**src/rtl/incline_led_disp.sv**
```systemverilog
// Incline-to-LED display engine: raw, block-averaged, peak-hold and bar-graph views of a signed
// incline stream. The averager and peak tracker always run so that switching views shows current data.
module incline_led_disp #(
    parameter int IN_W      = 13,
    parameter int LED_W     = 8,
    parameter int SLICE_LSB = 1,
    parameter int AVG_LOG2  = 2,
    parameter int HOLD_CYC  = 50_000_000,
    parameter int BAR_SHIFT = 8
) (
    input  logic                   clk,
    input  logic                   rst_n,
    input  logic signed [IN_W-1:0] incline,
    input  logic                   vld,
    input  logic [1:0]             mode,
    output logic [LED_W-1:0]       LED,
    output logic                   avg_vld
);

    localparam int MAG_W = IN_W - 1;
    localparam int ACC_W = IN_W + AVG_LOG2;
    localparam int CNT_W = (AVG_LOG2 > 0) ? AVG_LOG2 : 1;
    localparam int TMR_W = $clog2(HOLD_CYC);
    localparam logic [CNT_W-1:0] CNT_LAST = CNT_W'((1 << AVG_LOG2) - 1);
    localparam logic [TMR_W-1:0] TMR_LOAD = TMR_W'(HOLD_CYC - 1);

    typedef enum logic [1:0] {
        MODE_RAW  = 2'd0,
        MODE_AVG  = 2'd1,
        MODE_PEAK = 2'd2,
        MODE_BAR  = 2'd3
    } disp_mode_e;

    logic [MAG_W-1:0]        mag;
    logic [MAG_W-1:0]        lvl;
    logic signed [IN_W-1:0]  neg;
    logic signed [ACC_W-1:0] acc;
    logic signed [ACC_W-1:0] sum;
    logic signed [ACC_W-1:0] sum_sh;
    logic [CNT_W-1:0]        cnt;
    logic signed [IN_W-1:0]  avg;
    logic [MAG_W-1:0]        peak;
    logic [IN_W-1:0]         peak_ext;
    logic [TMR_W-1:0]        hold_tmr;
    disp_mode_e              mode_q;
    logic [LED_W-1:0]        bar;
    logic [LED_W-1:0]        led_nxt;
    logic                    unused_ok;

    // The most-negative sample has no positive twin in IN_W bits, so it saturates.
    assign neg = -incline;
    always_comb begin
        mag = incline[MAG_W-1:0];
        if (incline[IN_W-1]) begin
            if (incline == {1'b1, {(IN_W-1){1'b0}}})
                mag = '1;
            else
                mag = neg[MAG_W-1:0];
        end
    end

    assign sum      = acc + ACC_W'(incline);
    assign sum_sh   = sum >>> AVG_LOG2;
    assign peak_ext = IN_W'(peak);
    assign lvl      = mag >> BAR_SHIFT;
    assign unused_ok = ^{sum_sh, avg, peak_ext};

    // Segment i lights when the level exceeds i, i.e. (1<<min(lvl,LED_W))-1.
    for (genvar i = 0; i < LED_W; i++) begin : g_bar
        assign bar[i] = (lvl > MAG_W'(i));
    end

    always_ff @(posedge clk) begin
        if (!rst_n) begin
            acc     <= '0;
            cnt     <= '0;
            avg     <= '0;
            avg_vld <= 1'b0;
        end else begin
            avg_vld <= 1'b0;
            if (vld) begin
                if (cnt == CNT_LAST) begin
                    avg     <= sum_sh[IN_W-1:0];
                    acc     <= '0;
                    cnt     <= '0;
                    avg_vld <= 1'b1;
                end else begin
                    acc <= sum;
                    cnt <= cnt + CNT_W'(1);
                end
            end
        end
    end

    // Strictly larger magnitudes refresh the hold; equal ones do not.
    always_ff @(posedge clk) begin
        if (!rst_n) begin
            peak     <= '0;
            hold_tmr <= '0;
        end else if (vld && ((mag > peak) || (hold_tmr == '0))) begin
            peak     <= mag;
            hold_tmr <= TMR_LOAD;
        end else if (hold_tmr != '0) begin
            hold_tmr <= hold_tmr - TMR_W'(1);
        end
    end

    always_comb begin
        led_nxt = LED;
        if (mode != mode_q) begin
            led_nxt = '0;
        end else begin
            case (mode_q)
                MODE_RAW:  if (vld)     led_nxt = incline[SLICE_LSB +: LED_W];
                MODE_AVG:  if (avg_vld) led_nxt = avg[SLICE_LSB +: LED_W];
                MODE_PEAK:              led_nxt = peak_ext[SLICE_LSB +: LED_W];
                MODE_BAR:  if (vld)     led_nxt = bar;
                default:                led_nxt = LED;
            endcase
        end
    end

    always_ff @(posedge clk) begin
        if (!rst_n) begin
            LED    <= '0;
            mode_q <= MODE_RAW;
        end else begin
            LED    <= led_nxt;
            mode_q <= disp_mode_e'(mode);
        end
    end

endmodule

```
**config.mk**
```make
export PLATFORM = sky130hd
export DESIGN_NAME = incline_led_disp
export DESIGN_NICKNAME = d
export VERILOG_FILES = /design/src/rtl/incline_led_disp.sv
export SDC_FILE = /design/constraint.sdc
export NUM_CORES = 1
export LEC_CHECK = 0
export ABC_CLOCK_PERIOD_IN_PS = 4950
export CELL_PAD_IN_SITES_DETAIL_PLACEMENT = 1
export CELL_PAD_IN_SITES_GLOBAL_PLACEMENT = 1
export CORE_MARGIN = 2
export CORE_UTILIZATION = 45
export DETAILED_ROUTE_END_ITERATION = 7
export HOLD_SLACK_MARGIN = 0.12
export PLACE_DENSITY_LB_ADDON = 0.3
export SETUP_SLACK_MARGIN = 0.3
export SLEW_MARGIN = 20
export SYNTH_ARGS = -nofsm -noshare
export SYNTH_HDL_FRONTEND = slang
export SYNTH_SLANG_ARGS = --single-unit
```
**constraint.sdc**
```tcl
create_clock -name clk -period 4.95 [get_ports clk]
set_input_delay 0.495 -clock clk [delete_from_list [all_inputs] [get_ports clk]]
set_output_delay 0.495 -clock clk [all_outputs]
set_load 0.01 [all_outputs]
```
==> results.tsv, run 1 <==
stage	metric	value	unit
cells_and_area	Post-Layout Cell Count	678	
yosys	Area contributors post-synth	dfxtp_1, ha_1, nand2_1	
clocking	total CTS buffers	9	
detailed_routing	DR WL/cell	17.52	um
sta	unrepaired setup endpoints after global routing	false	
worst_hold_path	path category of the worst min-delay check	reg2reg	
clocking	Worst-Skew Late Latency	350	ps
yosys	post-synthesis register bit count	70	
yosys	synthesized area	0.004304	mm^2
flow_run	max-cap violations	0	
clocking	Clock transition at path regs	70	ps
yosys	syn_area_per_cell	8.277	um^2
clocking	CTS tree	built	
clocking	H-tree depth	3	
sta	Final TNS setup	0	ps
sta	Max Clock Freq	233.8	MHz
placement	post-placement cell count	659	
sta	final hold violations	0	
sta	Min Clock Period, post-route	4277	ps
sta	Worst-Margin Slew	947.3	ps
placement	port bufs	26	
die	Initial Utilization	0.4658	
critical_path	Worst Setup End Kind	flip-flop	
yosys	Async SR Flop Fraction	0	
clocking	Sink Count	70	
yosys	ys flop type	dfxtp_1	
sta	Slew Viols, Final	0	
cells_and_area	Final #Nets	587	
sta	Final Setup Violations	0	
die	Die Height	101.8	um
clocking	Post-CTS Resized	0	
sta	clock skew	10.73	ps
yosys	Seq/Total Area, Yosys	0.3256	
die	Die Wd	101.8	um
sta	final hold slack	471.1	ps
critical_path	crit path DAT	4550	ps
run_status	status	complete, no violations	
critical_path	CP startpoint kind	input pin	
sta	relative slew slack	0.3665	
grt	vias in the first global route	4067	
grt	final global-route overflow total	0	
detailed_routing	Via Count	3855	
grt	GRT Total Usage	0.2480	
sta	Final Cycle Share	0.8640	
die	core box area	0.009240	mm^2
critical_path	crit path kind	in2reg	
yosys	Yosys top cell area share	0.3256	
cells_and_area	share of cells above drive strength 1	0.08015	
power_and_ir_drop	total power	0.001577	W
die	full die area	0.01036	mm^2
grt	first-pass GRT wire length	20.24	mm
power_and_ir_drop	pwr dens	320.9	mW/mm^2
detailed_routing	Detailed Route WL	11.88	mm
power_and_ir_drop	worst vdd ir	0.1164	mV
detailed_routing	post-route ant nets	0	
yosys	post-synth top area cell	dfxtp_1	
critical_path	crit-path max FO	18	
cells_and_area	number of fillers in the final layout	1151	
yosys	YS warnings	0	
cells_and_area	Antenna Cells	0	
detailed_routing	DR vias/cell	5.686	
clocking	clk buf depth	2	
yosys	post-synthesis instance total	520	
die	Ports	27	
grt	initial antenna violation count	0	
yosys	Synth Net Count	563	
power_and_ir_drop	LEAKAGE	1.928	nW
detailed_routing	Pre-antenna DRT Iters	4	
yosys	number of synthesized flops with an enable pin	0	
cells_and_area	P&R area growth vs syn	14.16	%
yosys	Synth cell types	70	
placement	hpwl dp	9.011	mm
grt	largest net degree at the start of global routing	28	
die	num rows	35	
cells_and_area	final core utilization	0.5318	
critical_path	setup slack, reg-to-reg	2010	ps
placement	Placer Congestion	0.8879	
clocking	clock root cell	clkbuf_8	
detailed_routing	DR iter-0 viols	128	
detailed_routing	# DRC	0	
critical_path	required time of the worst setup path	5220	ps
-- cell usage in the layout, fill, tap and decap left out, types with 12 or more instances in the layout --
cell              n
inv_1            22
a21oi_1          42
nand2_1          61
buf_4            12
mux2i_1          20
dfxtp_1          70
ha_1             24
o21ai_0          15
nor2_1           38
nand3_1          12
xnor2_1          18
nor3_1           21
clkdlybuf4s50_1  26
xor2_1           18
-- worst paths after layout --
check         startpoint       end  cells past startpoint
max           incline[1]  peak[11]                     17
min               avg[6]    avg[6]                      2
max reg2reg  hold_tmr[3]   peak[8]                      7
min reg2reg       avg[6]    avg[6]                      2
-- synthesized netlist by cell type, types with 2 or more instances --
master,n
a311o_1,3
a31oi_1,6
inv_1,22
nand3b_1,3
xnor2_1,18
nand2b_1,9
or3_1,8
nand2_1,61
nor2b_1,10
a21o_1,3
nand4b_1,3
or4_1,6
o221ai_1,3
a211oi_1,4
clkbuf_1,20
or4_4,2
and3_1,3
o31ai_1,6
mux2i_1,20
nand3_1,12
o22ai_1,3
nand4_1,2
and2_1,5
o311a_1,2
or2_2,2
dfxtp_1,70
mux2_2,2
o21a_1,2
xor2_1,18
nor3_1,21
a21boi_0,2
o211ai_1,4
o21ai_0,15
a21oi_1,42
buf_2,2
nor2_1,38
buf_4,2
buf_6,2
nor4_1,10
ha_1,24
-- power breakdown --
group	switching, W	internal [W]	total (W)
logic	0.000263	0.000203	0.000466
registers	0.0000553	0.000621	0.000676
clock network	0.000237	0.000198	0.000435
total	0.000555	0.00102	0.00158
-- metrics by stage --
step                setup WS, ps  area [um^2]
global placement           413.9         4708
CTS                        572.8         4891
finish                     673.1         4913
global route               406.4         4913
detailed placement         224.7         4708
floorplan                   1359         4304
-- kinds of logic after synthesis --
group / count (synthesis) / share of synthesized area
flops: 70 / 0.3256
xor+xnor: 37 / 0.07704
buf+inv: 49 / 0.04854
simple gates: 203 / 0.2445
fa+ha+maj: 25 / 0.07442
mux: 23 / 0.05698
compound gates: 113 / 0.1730
-- state kept, by name, summed over array words and instances, names as in the netlist --
name      cells
LED           8
acc          11
avg           8
avg_vld       1
cnt           2
hold_tmr     26
mode_q        2
peak         12
-- final cells by class --
cell class | instances | area (um^2) | share of cell area
multi-input cells | 401 | 2711 | 0.5518
clock buffers | 10 | 137.6 | 0.02801
inverters | 23 | 86.33 | 0.01757
well taps | 129 | 161.4 | 0.03285
repair buffers | 39 | 370.4 | 0.07538
flip-flops and latches | 70 | 1401 | 0.2852
clock inverters | 6 | 45.04 | 0.009167
-- metal layers --
layer / up-vias / wire (um) / track usage
met1: 1877 / 5664 / 0.3333
met5: - / 0 / 0
met3: 11 / 316 / 0.04072
met2: 54 / 5775 / 0.4150
li1: 1913 / - / -
met4: 0 / 120 / 0.06133
-- repair_timing --
item | 4_1_cts | 5_1_grt
endpoints found under the setup margin | 0 | 13
hold buffers | 0 | 0
setup buffers | 0 | 3
-- worst max-delay path: stages --
cell and delay [ps]:
clkdlybuf4s50_1 520, inv_1 120, ha_1 210, nor3b_1 380
nand2_1 120, or4_1 630, o211ai_1 230, ha_1 310
nor2b_1 140, o211ai_1 210, a21oi_1 100, a211oi_1 280
o31ai_2 150, o311ai_4 110, buf_4 180, buf_12 150
mux2i_1 190
No activity file was read; power rests on OpenSTA's default activity.
==> run 2, diff against run 1 <==
Settings changed: REMOVE_ABC_BUFFERS set to 1.
==> results.tsv, run 2 (synthesized netlist as in run 1, its figures left out) <==
stage	metric	value	unit	change
run_status	status	complete, no violations		unchanged
critical_path	Worst Setup SP	incline[1]		unchanged
detailed_routing	# DRC	0		unchanged
critical_path	required time of the worst setup path	5230	ps	was 5220 ps
placement	placed inst area	0.004733	mm^2	was 0.004708 mm^2
sta	final worst slack	632.3	ps	was 673.1 ps
grt	final global-route overflow total	0		unchanged
clocking	Sink Count	70		unchanged
cells_and_area	share of cells above drive strength 1	0.09009		was 0.08015
sta	unrepaired setup endpoints after global routing	false		unchanged
sta	Slew Viols, Final	0		unchanged
placement	port bufs	26		unchanged
sta	relative slew slack	0.5195		was 0.3665
detailed_routing	DR vias/cell	5.784		was 5.686
cells_and_area	Finished Cell Area	0.005015	mm^2	was 0.004913 mm^2
clocking	Clock transition at path regs	80	ps	was 70 ps
power_and_ir_drop	total power	0.001741	W	was 0.001577 W
clocking	H-tree depth	3		unchanged
critical_path	WP buf/inv	4		unchanged
cells_and_area	Largest regs	hold_tmr x26, peak x12, acc x11		unchanged
grt	vias in the first global route	4140		was 4067
detailed_routing	DR iter-0 viols	166		was 128
clocking	clk buf depth	2		unchanged
die	num rows	35		unchanged
sta	Final Setup Violations	0		unchanged
die	Ports	27		unchanged
critical_path	crit path kind	in2reg		unchanged
grt	GRT Max-Usage Layer	met2		unchanged
die	Initial Utilization	0.4658		unchanged
sta	clock skew	9.558	ps	was 10.73 ps
placement	hpwl dp	9.130	mm	was 9.011 mm
sta	Max Clock Freq	231.6	MHz	was 233.8 MHz
placement	post-placement cell count	664		was 659
clocking	total CTS buffers	9		unchanged
clocking	Worst-Skew Late Latency	360	ps	was 350 ps
sta	final hold violations	0		unchanged
worst_hold_path	path category of the worst min-delay check	reg2reg		unchanged
power_and_ir_drop	worst vdd ir	0.1882	mV	was 0.1164 mV
critical_path	crit-path max FO	9		was 18
grt	M2 GR Usage	0.4469		was 0.4150
critical_path	crit path DAT	4600	ps	was 4550 ps
sta	Worst-Margin Slew	719.7	ps	was 947.3 ps
clocking	Post-CTS Resized	0		unchanged
sta	Min Clock Period, post-route	4318	ps	was 4277 ps
cells_and_area	Final #Nets	593		was 587
grt	initial antenna violation count	0		unchanged
cells_and_area	Biggest register	hold_tmr		unchanged
cells_and_area	Largest register FFs	26		unchanged
cells_and_area	P&R area growth vs syn	16.51	%	was 14.16%
critical_path	CP peak stage delay	620	ps	was 630 ps
grt	largest net degree at the start of global routing	39		was 28
die	full die area	0.01036	mm^2	unchanged
placement	Placer Congestion	0.8899		was 0.8879
clocking	CTS tree	built		unchanged
cells_and_area	most frequent cells in the layout	dfxtp_1, nand2_1, a21oi_1		unchanged
die	Die Wd	101.8	um	unchanged
clocking	postcts setup bufs	0		unchanged
detailed_routing	Pre-antenna DRT Iters	4		unchanged
detailed_routing	post-route ant nets	0		unchanged
critical_path	cell chain of the critical path	clkdlybuf4s50_1 -> inv_1 -> ha_1 -> nor3b_1 -> nand2_1 -> or4_1 -> o211ai_1 -> ha_1 -> nor2b_1 -> o211ai_1 -> a21oi_1 -> a211oi_1 -> o31ai_2 -> o311ai_4 -> buf_4 -> buf_4 -> mux2i_1		was clkdlybuf4s50_1 -> inv_1 -> ha_1 -> nor3b_1 -> nand2_1 -> or4_1 -> o211ai_1 -> ha_1 -> nor2b_1 -> o211ai_1 -> a21oi_1 -> a211oi_1 -> o31ai_2 -> o311ai_4 -> buf_4 -> buf_12 -> mux2i_1
critical_path	CP startpoint kind	input pin		unchanged
grt	M3 GR Usage	0.04762		was 0.04072
flow_run	max-cap violations	0		unchanged
critical_path	crit-path leading delay family	simple AND/OR/NAND/NOR gates		unchanged
power_and_ir_drop	pwr dens	347.1	mW/mm^2	was 320.9 mW/mm^2
cells_and_area	Post-Layout Cell Count	684		was 678
detailed_routing	Detailed Route WL	12.27	mm	was 11.88 mm
critical_path	Reg-to-Reg Start	hold_tmr[3]		unchanged
critical_path	Crit-path slowest cell	or4_1		unchanged
cells_and_area	leading cell type in the layout, fill and taps excluded	dfxtp_1		unchanged
clocking	clock root cell	clkbuf_8		unchanged
sta	Final TNS setup	0	ps	unchanged
grt	first-pass GRT wire length	20.08	mm	was 20.24 mm
worst_hold_path	hold_sp	avg[6]		unchanged
die	core box area	0.009240	mm^2	unchanged
power_and_ir_drop	LEAKAGE	1.994	nW	was 1.928 nW
sta	Final Cycle Share	0.8723		was 0.8640
placement	Post-Place Worst Slack	45.42	ps	was 224.7 ps
clocking	Hold Buf Count CTS	0		unchanged
detailed_routing	Via Count	3956		was 3855
grt	GRT Total Usage	0.2491		was 0.2480
critical_path	Worst Setup End Kind	flip-flop		unchanged
die	Die Height	101.8	um	unchanged
detailed_routing	DR WL/cell	17.94	um	was 17.52 um
cells_and_area	Antenna Cells	0		unchanged
grt	routing usage on met1	0.2990		was 0.3333
==> run 2: worst reg2reg max path: cells and delay by family (launching register included) <==
kind / cells / cell delay, ps
and+or+nand+nor: 3 / 1520
DFF: 1 / 360
AOI/OAI and AO/OA: 3 / 710
muxes: 1 / 260
==> run 2: final timing paths <==
path / cells after the start / endpoint / slack (ps)
worst max register to register: 7 / peak[8] / 2030
worst max-delay path: 17 / peak[7] / 630
worst min register to register: 2 / avg[6] / 470
worst min-delay path: 2 / avg[6] / 470
==> run 2: cell type report <==
type	count	area, um^2
Clock buffer	9	123.9
Clock inverter	7	127.6
Fill cell	1114	4225
Inverter	23	86.33
Multi-Input combinational cell	401	2711
Sequential cell	70	1401
Tap cell	129	161.4
Timing Repair Buffer	45	402.9
==> run 2: layer usage <==
layer  vias up  routed length (um)
met5         -                   0
met4         0                 272
met3        20                 295
met2        54                6245
met1      1957                5457
li1       1925                   -
==> run 2: power breakdown <==
part	internal, W	switching, W
registers	0.000621	0.0000569
clock network	0.000344	0.000253
logic	0.000204	0.000263
total	0.00117	0.000572
==> run 2: metrics by stage <==
step	utilization	hold slack, ps
2_1_floorplan	-	436.0
3_3_place_gp	0.5123	446.9
3_5_place_dp	0.5123	454.6
4_1_cts	0.5395	467.1
5_1_grt	0.5427	492.7
6_report	0.5427	469.8
